--- src/rtl/ysyx_23060236_scoreboard_pkg.sv ---
// Shared constants and FSM encoding for the issue-side scoreboard.
package ysyx_23060236_scoreboard_pkg;
  localparam int SB_NR_REG = 16;
  localparam int SB_CNT_W  = 2;
  localparam int SB_OUT_W  = 3;

  typedef enum logic [1:0] {
    SB_IDLE   = 2'd0,
    SB_DRAIN  = 2'd1,
    SB_SERIAL = 2'd2
  } sb_state_e;
endpackage

--- src/rtl/ysyx_23060236_scoreboard_counter.sv ---
// Saturating up/down counter; inc and dec in the same cycle cancel.
// err flags a decrement attempted while the counter is already empty.
module ysyx_23060236_sb_counter #(
  parameter int W = 2
) (
  input  logic         clock,
  input  logic         reset,
  input  logic         inc,
  input  logic         dec,
  output logic [W-1:0] cnt,
  output logic         at_max,
  output logic         err
);
  logic [W-1:0] cnt_q, cnt_d;

  always_comb begin
    cnt_d = cnt_q;
    if (inc && !dec && !at_max)
      cnt_d = cnt_q + W'(1);
    else if (dec && !inc && cnt_q != '0)
      cnt_d = cnt_q - W'(1);
  end

  always_ff @(posedge clock or posedge reset) begin
    if (reset) cnt_q <= '0;
    else       cnt_q <= cnt_d;
  end

  assign cnt    = cnt_q;
  assign at_max = (cnt_q == '1);
  assign err    = dec && (cnt_q == '0);
endmodule

--- src/rtl/ysyx_23060236_scoreboard.sv ---
// Issue-side scheduler: per-GPR pending-write tracking for RAW hazards, same-cycle
// writeback forwarding, outstanding count, and drain/serialise handling for fence.i/ecall/mret.
module ysyx_23060236_scoreboard
  import ysyx_23060236_scoreboard_pkg::*;
#(
  parameter int NR_REG = SB_NR_REG,
  parameter int CNT_W  = SB_CNT_W,
  parameter int OUT_W  = SB_OUT_W
) (
  input  logic                      clock,
  input  logic                      reset,
  input  logic                      issue_valid,
  output logic                      issue_ready,
  input  logic [$clog2(NR_REG)-1:0] issue_rs1,
  input  logic [$clog2(NR_REG)-1:0] issue_rs2,
  input  logic                      issue_need_rs1,
  input  logic                      issue_need_rs2,
  input  logic [$clog2(NR_REG)-1:0] issue_rd,
  input  logic                      issue_reg_wen,
  input  logic                      issue_serial,
  input  logic                      flush,
  input  logic                      wb_valid,
  input  logic [$clog2(NR_REG)-1:0] wb_rd,
  input  logic                      wb_wen,
  input  logic                      retire_valid,
  output logic                      fwd_rs1,
  output logic                      fwd_rs2,
  output logic [NR_REG-1:0]         busy_mask,
  output logic                      drained,
  output logic                      raw_stall,
  output logic                      sb_err
);
  localparam int RW = $clog2(NR_REG);

  sb_state_e        state_q;
  logic [CNT_W-1:0] cnt [NR_REG];
  logic [NR_REG-1:0] at_max, err_r;
  logic [OUT_W-1:0] out_cnt;
  logic             out_max, out_err;
  logic             fire, wdec, hazard_rs1, hazard_rs2, sat, ofull, state_ok;
  logic             sb_err_q;

  assign wdec = wb_valid && wb_wen && (wb_rd != '0);

  // A single pending write retiring this very cycle is forwarded rather than stalled on.
  assign fwd_rs1 = issue_need_rs1 && (issue_rs1 != '0) && (cnt[issue_rs1] == CNT_W'(1))
                   && wdec && (wb_rd == issue_rs1);
  assign fwd_rs2 = issue_need_rs2 && (issue_rs2 != '0) && (cnt[issue_rs2] == CNT_W'(1))
                   && wdec && (wb_rd == issue_rs2);
  assign hazard_rs1 = issue_need_rs1 && (issue_rs1 != '0) && (cnt[issue_rs1] != '0) && !fwd_rs1;
  assign hazard_rs2 = issue_need_rs2 && (issue_rs2 != '0) && (cnt[issue_rs2] != '0) && !fwd_rs2;

  assign sat   = issue_reg_wen && (issue_rd != '0) && at_max[issue_rd]
                 && !(wdec && (wb_rd == issue_rd));
  assign ofull = out_max && !retire_valid;

  always_comb begin
    state_ok = 1'b0;
    case (state_q)
      SB_IDLE:   state_ok = !issue_serial || drained;
      SB_DRAIN:  state_ok = drained;
      default:   state_ok = 1'b0;
    endcase
  end

  assign issue_ready = !hazard_rs1 && !hazard_rs2 && !sat && !ofull && state_ok;
  assign fire        = issue_valid && issue_ready && !flush;
  assign raw_stall   = issue_valid && (hazard_rs1 || hazard_rs2);

  for (genvar r = 0; r < NR_REG; r++) begin : g_reg
    if (r == 0) begin : g_x0
      assign cnt[r]       = '0;
      assign at_max[r]    = 1'b0;
      assign err_r[r]     = 1'b0;
      assign busy_mask[r] = 1'b0;
    end else begin : g_xn
      ysyx_23060236_sb_counter #(.W(CNT_W)) u_cnt (
        .clock  (clock),
        .reset  (reset),
        .inc    (fire && issue_reg_wen && (issue_rd == RW'(r))),
        .dec    (wdec && (wb_rd == RW'(r))),
        .cnt    (cnt[r]),
        .at_max (at_max[r]),
        .err    (err_r[r])
      );
      assign busy_mask[r] = (cnt[r] != '0);
    end
  end

  ysyx_23060236_sb_counter #(.W(OUT_W)) u_outstanding (
    .clock  (clock),
    .reset  (reset),
    .inc    (fire),
    .dec    (retire_valid),
    .cnt    (out_cnt),
    .at_max (out_max),
    .err    (out_err)
  );

  assign drained = (out_cnt == '0);

  always_ff @(posedge clock or posedge reset) begin
    if (reset) sb_err_q <= 1'b0;
    else if ((|err_r) || out_err) sb_err_q <= 1'b1;
  end
  assign sb_err = sb_err_q;

  // The serial instruction stays alone in flight until its own retire empties the pipe.
  always_ff @(posedge clock or posedge reset) begin
    if (reset) begin
      state_q <= SB_IDLE;
    end else begin
      case (state_q)
        SB_IDLE: begin
          if (fire && issue_serial)
            state_q <= SB_SERIAL;
          else if (issue_valid && issue_serial && !drained && !flush)
            state_q <= SB_DRAIN;
        end
        SB_DRAIN: begin
          if (flush)
            state_q <= SB_IDLE;
          else if (fire && issue_serial)
            state_q <= SB_SERIAL;
        end
        SB_SERIAL: begin
          if (retire_valid && (out_cnt == OUT_W'(1)))
            state_q <= SB_IDLE;
        end
        default: state_q <= SB_IDLE;
      endcase
    end
  end
endmodule
--- config.mk ---
export PLATFORM = sky130hd
export DESIGN_NAME = ysyx_23060236_scoreboard
export DESIGN_NICKNAME = d
export VERILOG_FILES = /design/src/rtl/ysyx_23060236_scoreboard_pkg.sv /design/src/rtl/ysyx_23060236_scoreboard_counter.sv /design/src/rtl/ysyx_23060236_scoreboard.sv
export SDC_FILE = /design/constraint.sdc
export NUM_CORES = 1
export LEC_CHECK = 0
export CORE_MARGIN = 3
export CORE_UTILIZATION = 60
export DETAILED_ROUTE_END_ITERATION = 10
export PLACE_DENSITY = 0.86
export SETUP_SLACK_MARGIN = 0.4
export SLEW_MARGIN = 30
export SYNTH_ARGS = -nofsm -noshare
export SYNTH_HDL_FRONTEND = slang
export SYNTH_SLANG_ARGS = --single-unit
--- constraint.sdc ---
create_clock -name clock -period 5.6 [get_ports clock]
set_input_delay 1.12 -clock clock [delete_from_list [all_inputs] [get_ports clock]]
set_output_delay 1.12 -clock clock [all_outputs]
set_load 0.02 [all_outputs]
Word-level counts from Yosys, hierarchy flattened
Index checks and enable logic that the tools add are counted.
- bits in registers: 36
- input bits: 27
- output and inout port bits: 22
- add/sub/neg operators: 32
- order comparisons: 3
- equality and inequality tests: 57
- muxes and demuxes: 47
- bitwise logic cells: 2
- reduce and logical (&&, ||, !) cells: 260
- operators with widths (operator ; number):
    logical AND 1 bit ; 142
    2-to-1 mux 2 bit ; 39
    nonzero test 2 bit ; 33
    equality test 4 bit, second input constant ; 16
    logical NOT 1 bit ; 58
    equality test 2 bit, second input constant ; 16
    equality test 4 x 3 -> 1 bit, second input constant ; 8
    logical NOT 2 bit ; 16
    adder 2 x 1 -> 2 bit, second input constant ; 15
    subtractor 2 x 1 -> 2 bit, second input constant ; 15
    binary-select mux 2 bit (select 4 bit) ; 2
    equality test 4 x 2 -> 1 bit, second input constant ; 4
    nonzero test 4 bit ; 4
    OR reduction 15 bit ; 1
    equality test 4 bit ; 3
    >= comparator 5 bit, second input constant ; 2
    inverter 4 -> 5 bit ; 2
    equality test 4 x 1 -> 1 bit, second input constant ; 2
    equality test 2 x 1 -> 1 bit, second input constant ; 3
    2-to-1 mux 3 bit ; 2
    inequality test 3 bit, second input constant ; 2
    one-hot mux 2 bit (3 select lines) ; 1
    less-than comparator 4 x 5 -> 1 bit, second input constant ; 1
    binary-select mux 1 bit (select 4 bit) ; 1
    other kinds (11) ; 13

Longest topological paths before layout
Gate-level depths: netlist (run 1).
- word-level depth: 24
- mapped depth: 12
- mapped depth without buffers: 10

Hierarchy
Synthesis (run 1) repeated with hierarchy kept, for this count alone.
- cell total of the unflattened synthesis: 464
- area, all modules: 3922.5 um2
- by module, submodules not included (module ; times used ; cells each ; area each (um2) ; seq. area each (um2)):
    ysyx_23060236_sb_counter at g_reg[10].g_xn.u_cnt ... ; 15 ; 15 ; 131.4 ; 50.0
    ysyx_23060236_scoreboard ; 1 ; 206 ; 1661.6 ; 75.1
    ysyx_23060236_sb_counter at u_outstanding ; 1 ; 33 ; 290.3 ; 75.1

Worst setup path after synthesis (run 1)
Ideal clock, no wire load.
- kind: input-to-output
- start: input port issue_rs2[0]
- end: output port issue_ready
- arrival time: 3045 ps
- slack: 1435 ps
- cell stages on the path: 9
- buffers on the path: 3
- path through: buf_2 -> mux4_2 -> nand2_1 -> o21ai_0 -> o211ai_1 -> nand4_4 -> buf_6 -> buf_6 -> nor2_1
- word-level cells in the longest chain between the ends: 15
- elaborated cells between the ends (all ways): 20
- those cells by class: eq/ne (2); mux (3); bitwise (1); reduce/logical (14)
- RTL lines (what ; RTL line ; text):
    start: declaration ; ysyx_23060236_scoreboard.sv:15 ; input logic [$clog2(NR_REG)-1:0] issue_rs2,
    inverter 4 -> 5 bit (not written as such) ; ysyx_23060236_scoreboard.sv:48, ysyx_23060236_scoreboard.sv:51 ;
    binary-select mux 2 bit (select 4 bit) ; ysyx_23060236_scoreboard.sv:48, ysyx_23060236_scoreboard.sv:51 ;
    2-to-1 mux 2 bit (not written as such) (2 in a row) ; ysyx_23060236_scoreboard.sv:48, ysyx_23060236_scoreboard.sv:51 ;
    equality test 2 x 1 -> 1 bit ; ysyx_23060236_scoreboard.sv:48 ; assign fwd_rs2 = issue_need_rs2 && (issue_rs2 != '0) && (cnt[issue_rs2] == CNT_W'(1))
    logical AND 1 bit ; ysyx_23060236_scoreboard.sv:48 ;
    logical AND 1 bit (2 in a row) ; ysyx_23060236_scoreboard.sv:49 ; && wdec && (wb_rd == issue_rs2);
    logical NOT 1 bit ; ysyx_23060236_scoreboard.sv:51 ; assign hazard_rs2 = issue_need_rs2 && (issue_rs2 != '0) && (cnt[issue_rs2] != '0) && !fwd_rs2;
    logical AND 1 bit (*) ; ysyx_23060236_scoreboard.sv:51 ;
    logical NOT 1 bit (*) ; ysyx_23060236_scoreboard.sv:66 ; assign issue_ready = !hazard_rs1 && !hazard_rs2 && !sat && !ofull && state_ok;
    logical AND 1 bit (*) (4 in a row) ; ysyx_23060236_scoreboard.sv:66 ;
    end: declaration ; ysyx_23060236_scoreboard.sv:13 ; output logic issue_ready,
Mark *: on every way between the ends. The rest lies on a longest branch, timed or not. The select of a mux whose other input is x is not followed.

Final worst setup path (run 1)
- start: input port issue_rs1[2]
- end: output port issue_ready
- word-level cells in the longest chain between the ends: 15
- elaborated cells between the ends (all ways): 20
- those cells by class: eq/ne (2); mux (3); bitwise (1); reduce/logical (14)
- RTL lines (what ; RTL line ; text):
    start: declaration ; ysyx_23060236_scoreboard.sv:14 ; input logic [$clog2(NR_REG)-1:0] issue_rs1,
    inverter 4 -> 5 bit (not written as such) ; ysyx_23060236_scoreboard.sv:46, ysyx_23060236_scoreboard.sv:50 ;
    binary-select mux 2 bit (select 4 bit) ; ysyx_23060236_scoreboard.sv:46, ysyx_23060236_scoreboard.sv:50 ;
    2-to-1 mux 2 bit (not written as such) (2 in a row) ; ysyx_23060236_scoreboard.sv:46, ysyx_23060236_scoreboard.sv:50 ;
    equality test 2 x 1 -> 1 bit ; ysyx_23060236_scoreboard.sv:46 ; assign fwd_rs1 = issue_need_rs1 && (issue_rs1 != '0) && (cnt[issue_rs1] == CNT_W'(1))
    logical AND 1 bit ; ysyx_23060236_scoreboard.sv:46 ;
    logical AND 1 bit (2 in a row) ; ysyx_23060236_scoreboard.sv:47 ; && wdec && (wb_rd == issue_rs1);
    logical NOT 1 bit ; ysyx_23060236_scoreboard.sv:50 ; assign hazard_rs1 = issue_need_rs1 && (issue_rs1 != '0) && (cnt[issue_rs1] != '0) && !fwd_rs1;
    logical AND 1 bit (*) ; ysyx_23060236_scoreboard.sv:50 ;
    logical NOT 1 bit (*) ; ysyx_23060236_scoreboard.sv:66 ;
    logical AND 1 bit (*) (4 in a row) ; ysyx_23060236_scoreboard.sv:66 ;
Marks and branches as above.

==> results of run 1 <==
worst max-delay path, delay by kind of cell:
kind	cells	cell delay (ps)
AO/OA/AOI/OAI	2	330
buffers and inverters	2	1400
multiplexers	2	780
AND/OR/NAND/NOR	2	310
per-stage QoR:
stage	util, %	cell area, um2
floorplan	-	3780
global placement	70.3	4240
detailed placement	70.3	4240
CTS	72.1	4340
global route	72.3	4360
finish	72.3	4360
layer usage:
metal / vias up / track usage, % / part of all wire [%]
li1: 1694 / - / -
met1: 1794 / 42.0 / 37
met2: 324 / 52.2 / 47
met3: 62 / 7.28 / 12
met4: 0 / 13.8 / 3.9
met5: - / 0 / 0
where the power goes:
group | switching (mW) | total [mW] | leakage, nW | internal [mW]
Clock | 0.103 | 0.235 | 0.0552 | 0.132
Sequential | 0.0682 | 0.364 | 0.477 | 0.296
Combinational | 0.226 | 0.419 | 1.25 | 0.193
cell families after synthesis:
| group | Yosys count | share of synthesized area [%] |
|---|---|---|
| AOI/OAI and AO/OA | 97 | 17.6 |
| DFF | 36 | 23.8 |
| muxes | 30 | 12.5 |
| and+or+nand+nor | 205 | 33.2 |
| xor gates and xnor gates | 21 | 4.86 |
| other | 1 | 0.0991 |
| adders and majority gates | 5 | 1.65 |
| buffers and inverters | 44 | 6.32 |
final cells by class:
| class | count | area (um2) | share of cell area [%] |
|---|---|---|---|
| well taps | 75 | 93.8 | 2.15 |
| multi-input cells | 359 | 2650 | 60.8 |
| repair buffers | 56 | 543 | 12.5 |
| inverters | 16 | 60.1 | 1.38 |
| clock buffers | 6 | 72.6 | 1.67 |
| flip-flops and latches | 36 | 901 | 20.7 |
| clock inverters | 2 | 35.0 | 0.804 |
flip-flops by register name (all words and copies together), names as in the netlist:
register and count:
g.g_xn.u_cnt.cnt 30, sb_err 1, state_q 2, u_outstanding.cnt 3
final timing paths:
kind | end | slack, ps | cells after the start
setup / recovery | issue_ready | 550 | 8
hold / removal | state_q[0]$_DFFE_PP0P_ | 480 | 1
setup reg to reg | g_reg[14].g_xn.u_cnt.cnt[0]$_DFFE_PP0P_ | 2390 | 10
hold reg to reg | state_q[0]$_DFFE_PP0P_ | 480 | 1
max in group asynchronous | g_reg[10].g_xn.u_cnt.cnt[1]$_DFFE_PP0P_ | 4020 | 3
min in group asynchronous | u_outstanding.cnt[0]$_DFFE_PP0P_ | 1230 | 3
cell usage after synthesis (all sizes together) (2+ instances only):
cell     number  area share, %
mux2i        12            3.2
mux2          5            1.5
nand2b        6            1.1
a22oi         4           0.93
nor3b         6            1.2
nor4b         4            1.3
nor3         12            2.0
o21bai        2           0.40
buf          21            4.0
mux4         13            7.8
xnor2         9            2.1
a2bb2oi       2           0.46
nand3b        3           0.60
nor2         31            3.1
clkbuf        7           0.69
nor2b         7            1.2
or4           2           0.40
xor2         12            2.8
a21boi        2           0.40
a31o          2           0.46
nand3        19            2.5
a21oi        17            2.2
inv          16            1.6
and3          6           0.99
and3b         4           0.93
or2          19            3.1
a311oi        2           0.46
nand4b        2           0.63
nor4         19            6.0
ha            5            1.7
o311ai        2           0.66
a221oi        3           0.69
and2         10            1.7
a31oi         7            1.2
or3b          3           0.69
o22ai         2           0.33
o21ai        31            4.1
o22a          2           0.46
a211oi        3           0.73
nand2        47            4.7
nand4         3           0.89
o211ai        5            1.3
a2111oi       2           0.46
dfrtp        36             24
==> results by group, run 1 <==
Outcome
  – Status: finished clean

Detailed routing
  – First drt pass iteration count: 6
  – Wirelength, routed: 11500 um
  – WL/cell: 21.0 um
  – Vias post-DR: 3874
  – Iteration-0 DRC Markers: 393
  – Post-route ant nets: 0
  – Via-to-Cell Ratio: 7.04
  – Drt drc: 0

STA
  – Final hold viol count: 0
  – Fin crit period: 5050 ps
  – Setup_tns: 0 ps
  – Fmax: 0.198 GHz
  – Worst slew margin: 48.7%
  – Tightest Pin Transition: 762 ps
  – Endpoints failing setup: 0
  – Worst hold margin: 480 ps
  – RSZ-0062 raised after global routing: no
  – Pins over their slew limit: 0
  – Part of the cycle the worst path needs: 90.2%
  – Clk_skew: 8.59 ps
  – Final WS setup: 547 ps

GRT
  – Grt total ovfl: 0
  – Initial antenna violation count: 0
  – Global-route wire length before repair: 18700 um
  – Largest net degree at the start of global routing: 37
  – Vias in the first global route: 3847
  – GRT Util Overall: 32.5%

Layout
  – Final #Nets: 506
  – Share of cells above drive strength 1: 16.8%
  – # fillers: 485
  – Most common cell after layout, fill and taps aside: nand2_1
  – Most frequent cells in the layout: nand2_1, clkdlybuf4s50_1, dfrtp_1
  – Syn-to-layout area delta: 15.1%
  – # diodes: 0
  – Fin cells: 550

Setup path
  – Crit path kind: in -> out
  – Crit path launch: issue_rs1[2]
  – CP required: 4480 ps
  – Worst Setup End Kind: output port
  – Worst r2r src: g_reg[5].g_xn.u_cnt.cnt[1]$_DFFE_PP0P_
  – Critical Path AT: 3930 ps
  – CP max-delay cell: clkdlybuf4s50_1
  – Nature of the critical path startpoint: primary input
  – Crit Path Max Fanout: 10
  – Crit-path cells: clkdlybuf4s50_1, mux4_2, mux2i_1, a31oi_1, o211ai_2, nand4_4, nor2_1, clkdlybuf4s50_1
  – CP most frequent cell: clkdlybuf4s50_1
  – Worst path max stage delay: 790 ps

Yosys
  – Synth Cell Area: 3780 um2
  – Main synth FF type: dfrtp_1
  – Syn_nets: 471
  – Synth Instances: 439
  – Number of synthesized register bits: 36
  – Seq/Total Area, Yosys: 23.8%
  – Cell variety after synth: 72
  – Async S/R FF share, synth: 100%
  – EDFF count, synth: 0
  – Total number of yosys warnings: 0
  – Avg Cell Area, Syn: 8.62 um2

Power and ir drop
  – Static Leak: 1.79 nW
  – Worst vdd ir: 0.176 mV
  – Overall Power: 1.02 mW
  – Power Dens Cells: 234 nW/um2

Clock tree
  – Root buf cell: clkbuf_8
  – CTS Buffer Depth: 2
  – # H-tree levels: 2
  – TritonCTS clock tree: done
  – Num Clock Sinks: 36
  – CTS Hold Buffers Added: 0
  – Reg clk slew, reported paths: 80 ps
  – Clk Latency, worst-skew pair: 310 ps
  – Setup repair bufs after CTS: 0
  – CTS Buf Count: 5
  – Number of gates resized after CTS: 0

Flow run
  – Max Cap Viol: 0

Placed design
  – Post-Place Cells: 542
  – IO Port Bufs: 47
  – Place WS: 479 ps
  – Dpl hpwl: 8570 um
  – Placer Congestion: 0.995

Floorplanning
  – Die W: 85.4 um
  – Cell Rows: 28
  – Die ar.: 7290 um2
  – Starting Density: 62.8%
  – Die Ht: 85.4 um
  – Core Region: 6030 um2
  – I/O pin count: 49

Worst hold path
  – Hold WC Path Type: reg -> reg
  – Hold_sp: state_q[1]$_DFFE_PP0P_
(Power assumes the default switching activity.)
==> inputs of run 2 (changes only) <==
SLEW_MARGIN = 20   (was 30)
==> results of run 2 <==
The final DEF is identical to that of run 1; final timing and power are the same.
==> inputs of run 3 (changes only) <==
CTS_CLUSTER_SIZE = 10   (was default)
SETUP_SLACK_MARGIN = default   (was 0.4)
==> results by group, run 3 (synthesized netlist as in run 1, its figures left out) <==
Detailed routing
  – Iteration-0 DRC Markers: 487 (was 393)
  – First drt pass iteration count: 6 (unchanged)
  – Wirelength, routed: 11500 um (about the same)
  – Drt drc: 0 (unchanged)
  – WL/cell: 21.0 um (about the same)
  – Via-to-Cell Ratio: 7.10 (was 7.04)
  – Post-route ant nets: 0 (unchanged)
  – Vias post-DR: 3906 (was 3874)

STA
  – Fin crit period: 5210 ps (was 5050 ps)
  – RSZ-0062 raised after global routing: no (unchanged)
  – Setup_tns: 0 ps (unchanged)
  – Worst hold margin: 481 ps (was 480 ps)
  – Worst slew margin: 47.6% (was 48.7%)
  – Final WS setup: 389 ps (was 547 ps)
  – Final hold viol count: 0 (unchanged)
  – Fmax: 0.192 GHz (was 0.198 GHz)
  – Clk_skew: 11.0 ps (was 8.59 ps)
  – Part of the cycle the worst path needs: 93.0% (was 90.2%)
  – Tightest Pin Transition: 779 ps (was 762 ps)
  – Endpoints failing setup: 0 (unchanged)
  – Pins over their slew limit: 0 (unchanged)

GRT
  – Largest net degree at the start of global routing: 37 (unchanged)
  – Grt total ovfl: 0 (unchanged)
  – Global-route wire length before repair: 18700 um (unchanged)
  – Initial antenna violation count: 0 (unchanged)
  – GRT Util Overall: 32.5% (unchanged)
  – Vias in the first global route: 3847 (unchanged)

Floorplanning
  – Die Ht: 85.4 um (unchanged)
  – Die W: 85.4 um (unchanged)
  – Core Region: 6030 um2 (unchanged)
  – I/O pin count: 49 (unchanged)
  – Starting Density: 62.8% (unchanged)
  – Cell Rows: 28 (unchanged)
  – Die ar.: 7290 um2 (unchanged)

Setup path
  – CP most frequent cell: clkdlybuf4s50_1 (unchanged)
  – Crit Path Max Fanout: 11 (was 10)
  – Crit path max-delay family: buffers and inverters (unchanged)
  – Crit-path cells: clkdlybuf4s50_1, mux4_1, nor2b_1, nor3_1, a22oi_1, nand4_4, nor2_1, clkdlybuf4s50_1 (was clkdlybuf4s50_1, mux4_2, mux2i_1, a31oi_1, o211ai_2, nand4_4, nor2_1, clkdlybuf4s50_1)
  – Worst path max stage delay: 830 ps (was 790 ps)
  – CP max-delay cell: clkdlybuf4s50_1 (unchanged)
  – Reg2Reg Setup Slack: 2440 ps (was 2390 ps)
  – CP required: 4480 ps (about the same)
  – Instance count on the critical path: 8 (unchanged)
  – Nature of the critical path startpoint: primary input (unchanged)
  – Critical Path AT: 4090 ps (was 3930 ps)
  – Worst R2R Path Depth: 9 (was 10)
  – Worst Path Buf+Inv: 2 (unchanged)
  – Crit path kind: in -> out (unchanged)
  – Worst Setup End Kind: output port (unchanged)

Clock tree
  – TritonCTS clock tree: done (unchanged)
  – Num Clock Sinks: 36 (unchanged)
  – Clk Latency, worst-skew pair: 310 ps (about the same)
  – Root buf cell: clkbuf_8 (unchanged)
  – CTS Hold Buffers Added: 0 (unchanged)
  – CTS Buf Count: 5 (unchanged)
  – Setup repair bufs after CTS: 0 (unchanged)
  – Reg clk slew, reported paths: 80 ps (about the same)
  – # H-tree levels: 2 (unchanged)
  – Number of gates resized after CTS: 0 (unchanged)
  – CTS Buffer Depth: 2 (unchanged)

Placed design
  – IO Port Bufs: 47 (unchanged)
  – Place WS: 479 ps (unchanged)
  – Area after DPL: 4240 um2 (unchanged)
  – Dpl hpwl: 8570 um (unchanged)
  – Placer Congestion: 0.995 (unchanged)

Outcome
  – Status: finished clean (unchanged)

Power and ir drop
  – Static Leak: 1.77 nW (was 1.79 nW)
  – Power Dens Cells: 234 nW/um2 (about the same)
  – Worst vdd ir: 0.178 mV (was 0.176 mV)

Layout
  – Share of cells above drive strength 1: 16.6% (was 16.8%)
  – # fillers: 487 (was 485)
  – # diodes: 0 (unchanged)
  – FF/Latch Area: 901 um2 (unchanged)
  – Final #Nets: 506 (unchanged)
  – Post-route cell area: 4340 um2 (was 4360 um2)
  – Syn-to-layout area delta: 14.8% (was 15.1%)
  – Most frequent cells in the layout: nand2_1, clkdlybuf4s50_1, dfrtp_1 (unchanged)
  – Area of the multi-input gates: 2640 um2 (was 2650 um2)
  – Max reg flops: 30 (unchanged)

Worst hold path
  – Hold path cells: 1 (unchanged)
  – Hold WC Path Type: reg -> reg (unchanged)

Flow run
  – Max Cap Viol: 0 (unchanged)
run 3: cell count changes in the layout (fill, tap and decap cells not counted):
cell,before,now
clkdlybuf4s50_1,45,47
dlymetal6s2s_1,2,0
nor4_1,8,9
nor4_2,6,5
run 3: final timing paths:
kind,endpoint,start
setup / recovery,issue_ready,issue_rs1[0]
hold / removal,state_q[0]$_DFFE_PP0P_,state_q[1]$_DFFE_PP0P_
setup reg to reg,g_reg[14].g_xn.u_cnt.cnt[0]$_DFFE_PP0P_,g_reg[5].g_xn.u_cnt.cnt[1]$_DFFE_PP0P_
hold reg to reg,state_q[0]$_DFFE_PP0P_,state_q[1]$_DFFE_PP0P_
max in group asynchronous,g_reg[10].g_xn.u_cnt.cnt[1]$_DFFE_PP0P_,reset
min in group asynchronous,g_reg[7].g_xn.u_cnt.cnt[0]$_DFFE_PP0P_,reset
run 3: final cells by class:
cell class / instances / area share [%]
repair buffers: 56 / 12.4
well taps: 75 / 2.16
multi-input cells: 359 / 60.9
flip-flops and latches: 36 / 20.7
clock inverters: 2 / 0.806
inverters: 16 / 1.38
clock buffers: 6 / 1.67
run 3: layer usage:
| metal | routed length, um | GRT usage (%) |
|---|---|---|
| met5 | 0 | 0 |
| met3 | 1380 | 7.28 |
| met4 | 427 | 13.8 |
| met1 | 4320 | 42.0 |
| met2 | 5410 | 52.2 |
run 3: report_power, final:
part	internal [mW]	total [mW]	switching [mW]
Combinational	0.193	0.420	0.227
Sequential	0.296	0.364	0.0683
Clock	0.132	0.233	0.101
Total	0.621	1.02	0.396
run 3: through the flow:
step,total power [mW],instances,utilization (%)
after floorplan,0.641,439,-
final,1.02,550,72.1
after global placement,0.757,542,70.3
after CTS,1.01,550,72.1
after detailed placement,0.777,542,70.3
after global routing,1.07,550,72.1
==> edit (settings of run 2) <==
Register the output `sb_err` once more, with the module's reset; this adds one clock of latency there. The other outputs are not delayed to match.
--- a/src/rtl/ysyx_23060236_scoreboard.sv
+++ b/src/rtl/ysyx_23060236_scoreboard.sv
@@ -104,5 +104,11 @@
     else if ((|err_r) || out_err) sb_err_q <= 1'b1;
   end
-  assign sb_err = sb_err_q;
+  always_ff @(posedge clock or posedge reset) begin
+    if (reset) begin
+      sb_err <= '0;
+    end else begin
+      sb_err <= sb_err_q;
+    end
+  end
 
   // The serial instruction stays alone in flight until its own retire empties the pipe.
Check against the original RTL: not equivalent (Yosys sat finds a counterexample within 4 cycles, from zero or initial values and one cycle with reset high).
==> edit against run 2 <==
Area after synthesis down 1.9%; total power grew 0.77%; via count up 4.4%; sequential power grew 4%; routed wire length up 6.2%; cell area is 0.83% lower; global-route usage rose by 2.8 points; die area is 1.7% lower; setup slack improved by 0.058 ns; utilization is 0.24 points higher; sequential cell count increased by 1; register-to-register slack about the same; synthesized cell count grew 6.2%; critical path depth grew 1.
==> edit: results (changes against run 2) <==
Power
  – Switching share of power: 42.0% (+3.0 points)
  – Share of power burned in the clock network: 18.2% (-4.9 points)
  – Combinational Power: 0.462 mW (+10%)
  – Peak VDD IR: 0.000188 V (+6.7%)

GRT
  – Pin count of the biggest net entering global routing: 38 (+2.7%)
  – All-layer global routing usage: 35.2% (+2.8 points)
  – Met2 usage: 58.0% (+5.8 points)
  – First-pass GRT wire length: 19900 um (+6.9%)
  – GR Util met3: 7.36% (+0.079 points)

Final layout
  – Inverters excl. clock: 15 (-1)
  – Final nets: 537 (+6.1%)
  – FILL cells: 467 (-3.7%)
  – Seq/total area: 21.4% (+0.75 points)
  – Post-layout instance count excluding filler cells: 581 (+5.6%)
  – Signal buffers: 60 (+7.1%)
  – Area growth syn-to-layout: 16.3%
  – Multi-input combinational area share: 59.9% (-0.94 points)
  – Share of post-route cells with drive strength above 1: 13.2% (-3.6 points)
  – Fraction of area in clock buffers and inverters: 1.91% (-0.56 points)

Worst setup path
  – Worst reg2reg path startpoint: g_reg[10].g_xn.u_cnt.cnt[1]
  – Worst R2R End: g_reg[7].g_xn.u_cnt.cnt[0]
  – Crit Path Max Fanout: 11 (+1)

Detailed routing
  – Met3 routed WL: 1330 um (-7.2%)
  – DR iter-0 viols: 305 (-22%)
  – Routed met1 length: 4730 um (+11%)
  – Detailed-route wire length per cell: 21.1 um (+0.52%)
  – Met2 routed WL: 5780 um (+7.5%)

STA
  – Relative slew slack: 50.8% (+2.1 points)

Synthesis
  – Syn_nets: 498 (+5.7%)
  – Unique masters post-synth: 66 (-8.3%)

Placement
  – GPL Wtd Cong: 0.996 (about the same)
  – HPWL after DPL: 9220 um (+7.7%)
  – DP Area: 4230 um^2 (-0.12%)

Run status
  – Status: finished clean

CTS
  – Clock sinks: 37 (+2.8%)

Floorplanning
  – DIE AREA: 7170 um^2 (-1.7%)

Min path
  – WHS Endpoint: sb_err
edit: cell types whose count changed in the layout (fill, tap and decap cells not counted), sizes merged, moves of 6 or more:
cell,before,now
mux2,5,13
mux2i,12,4
nand2,47,55
nor2,31,40
nor2b,7,14
nor4,19,5
o22ai,2,8
xor2,12,0
edit: kinds of logic (layout without fill, tap and decap cells):
| group | count (synthesis) | in the layout | share of synthesized area [%] |
|---|---|---|---|
| compound gates | 116 | 116 | 22.1 |
| xor+xnor | 14 | 14 | 3.30 |
| fa+ha+maj | 5 | 5 | 1.68 |
| buf+inv | 43 | 83 | 5.39 |
| flops | 37 | 37 | 24.9 |
| mux | 26 | 26 | 10.6 |
| other cells | 1 | 1 | 0.101 |
| simple gates | 224 | 224 | 31.9 |
edit: critical path: cells and delay by family:
| kind | cells | cell delay (ns) |
|---|---|---|
| AO/OA/AOI/OAI | 3 | 0.51 |
| buffers and inverters | 3 | 1.47 |
| multiplexers | 1 | 0.56 |
| AND/OR/NAND/NOR | 2 | 0.21 |
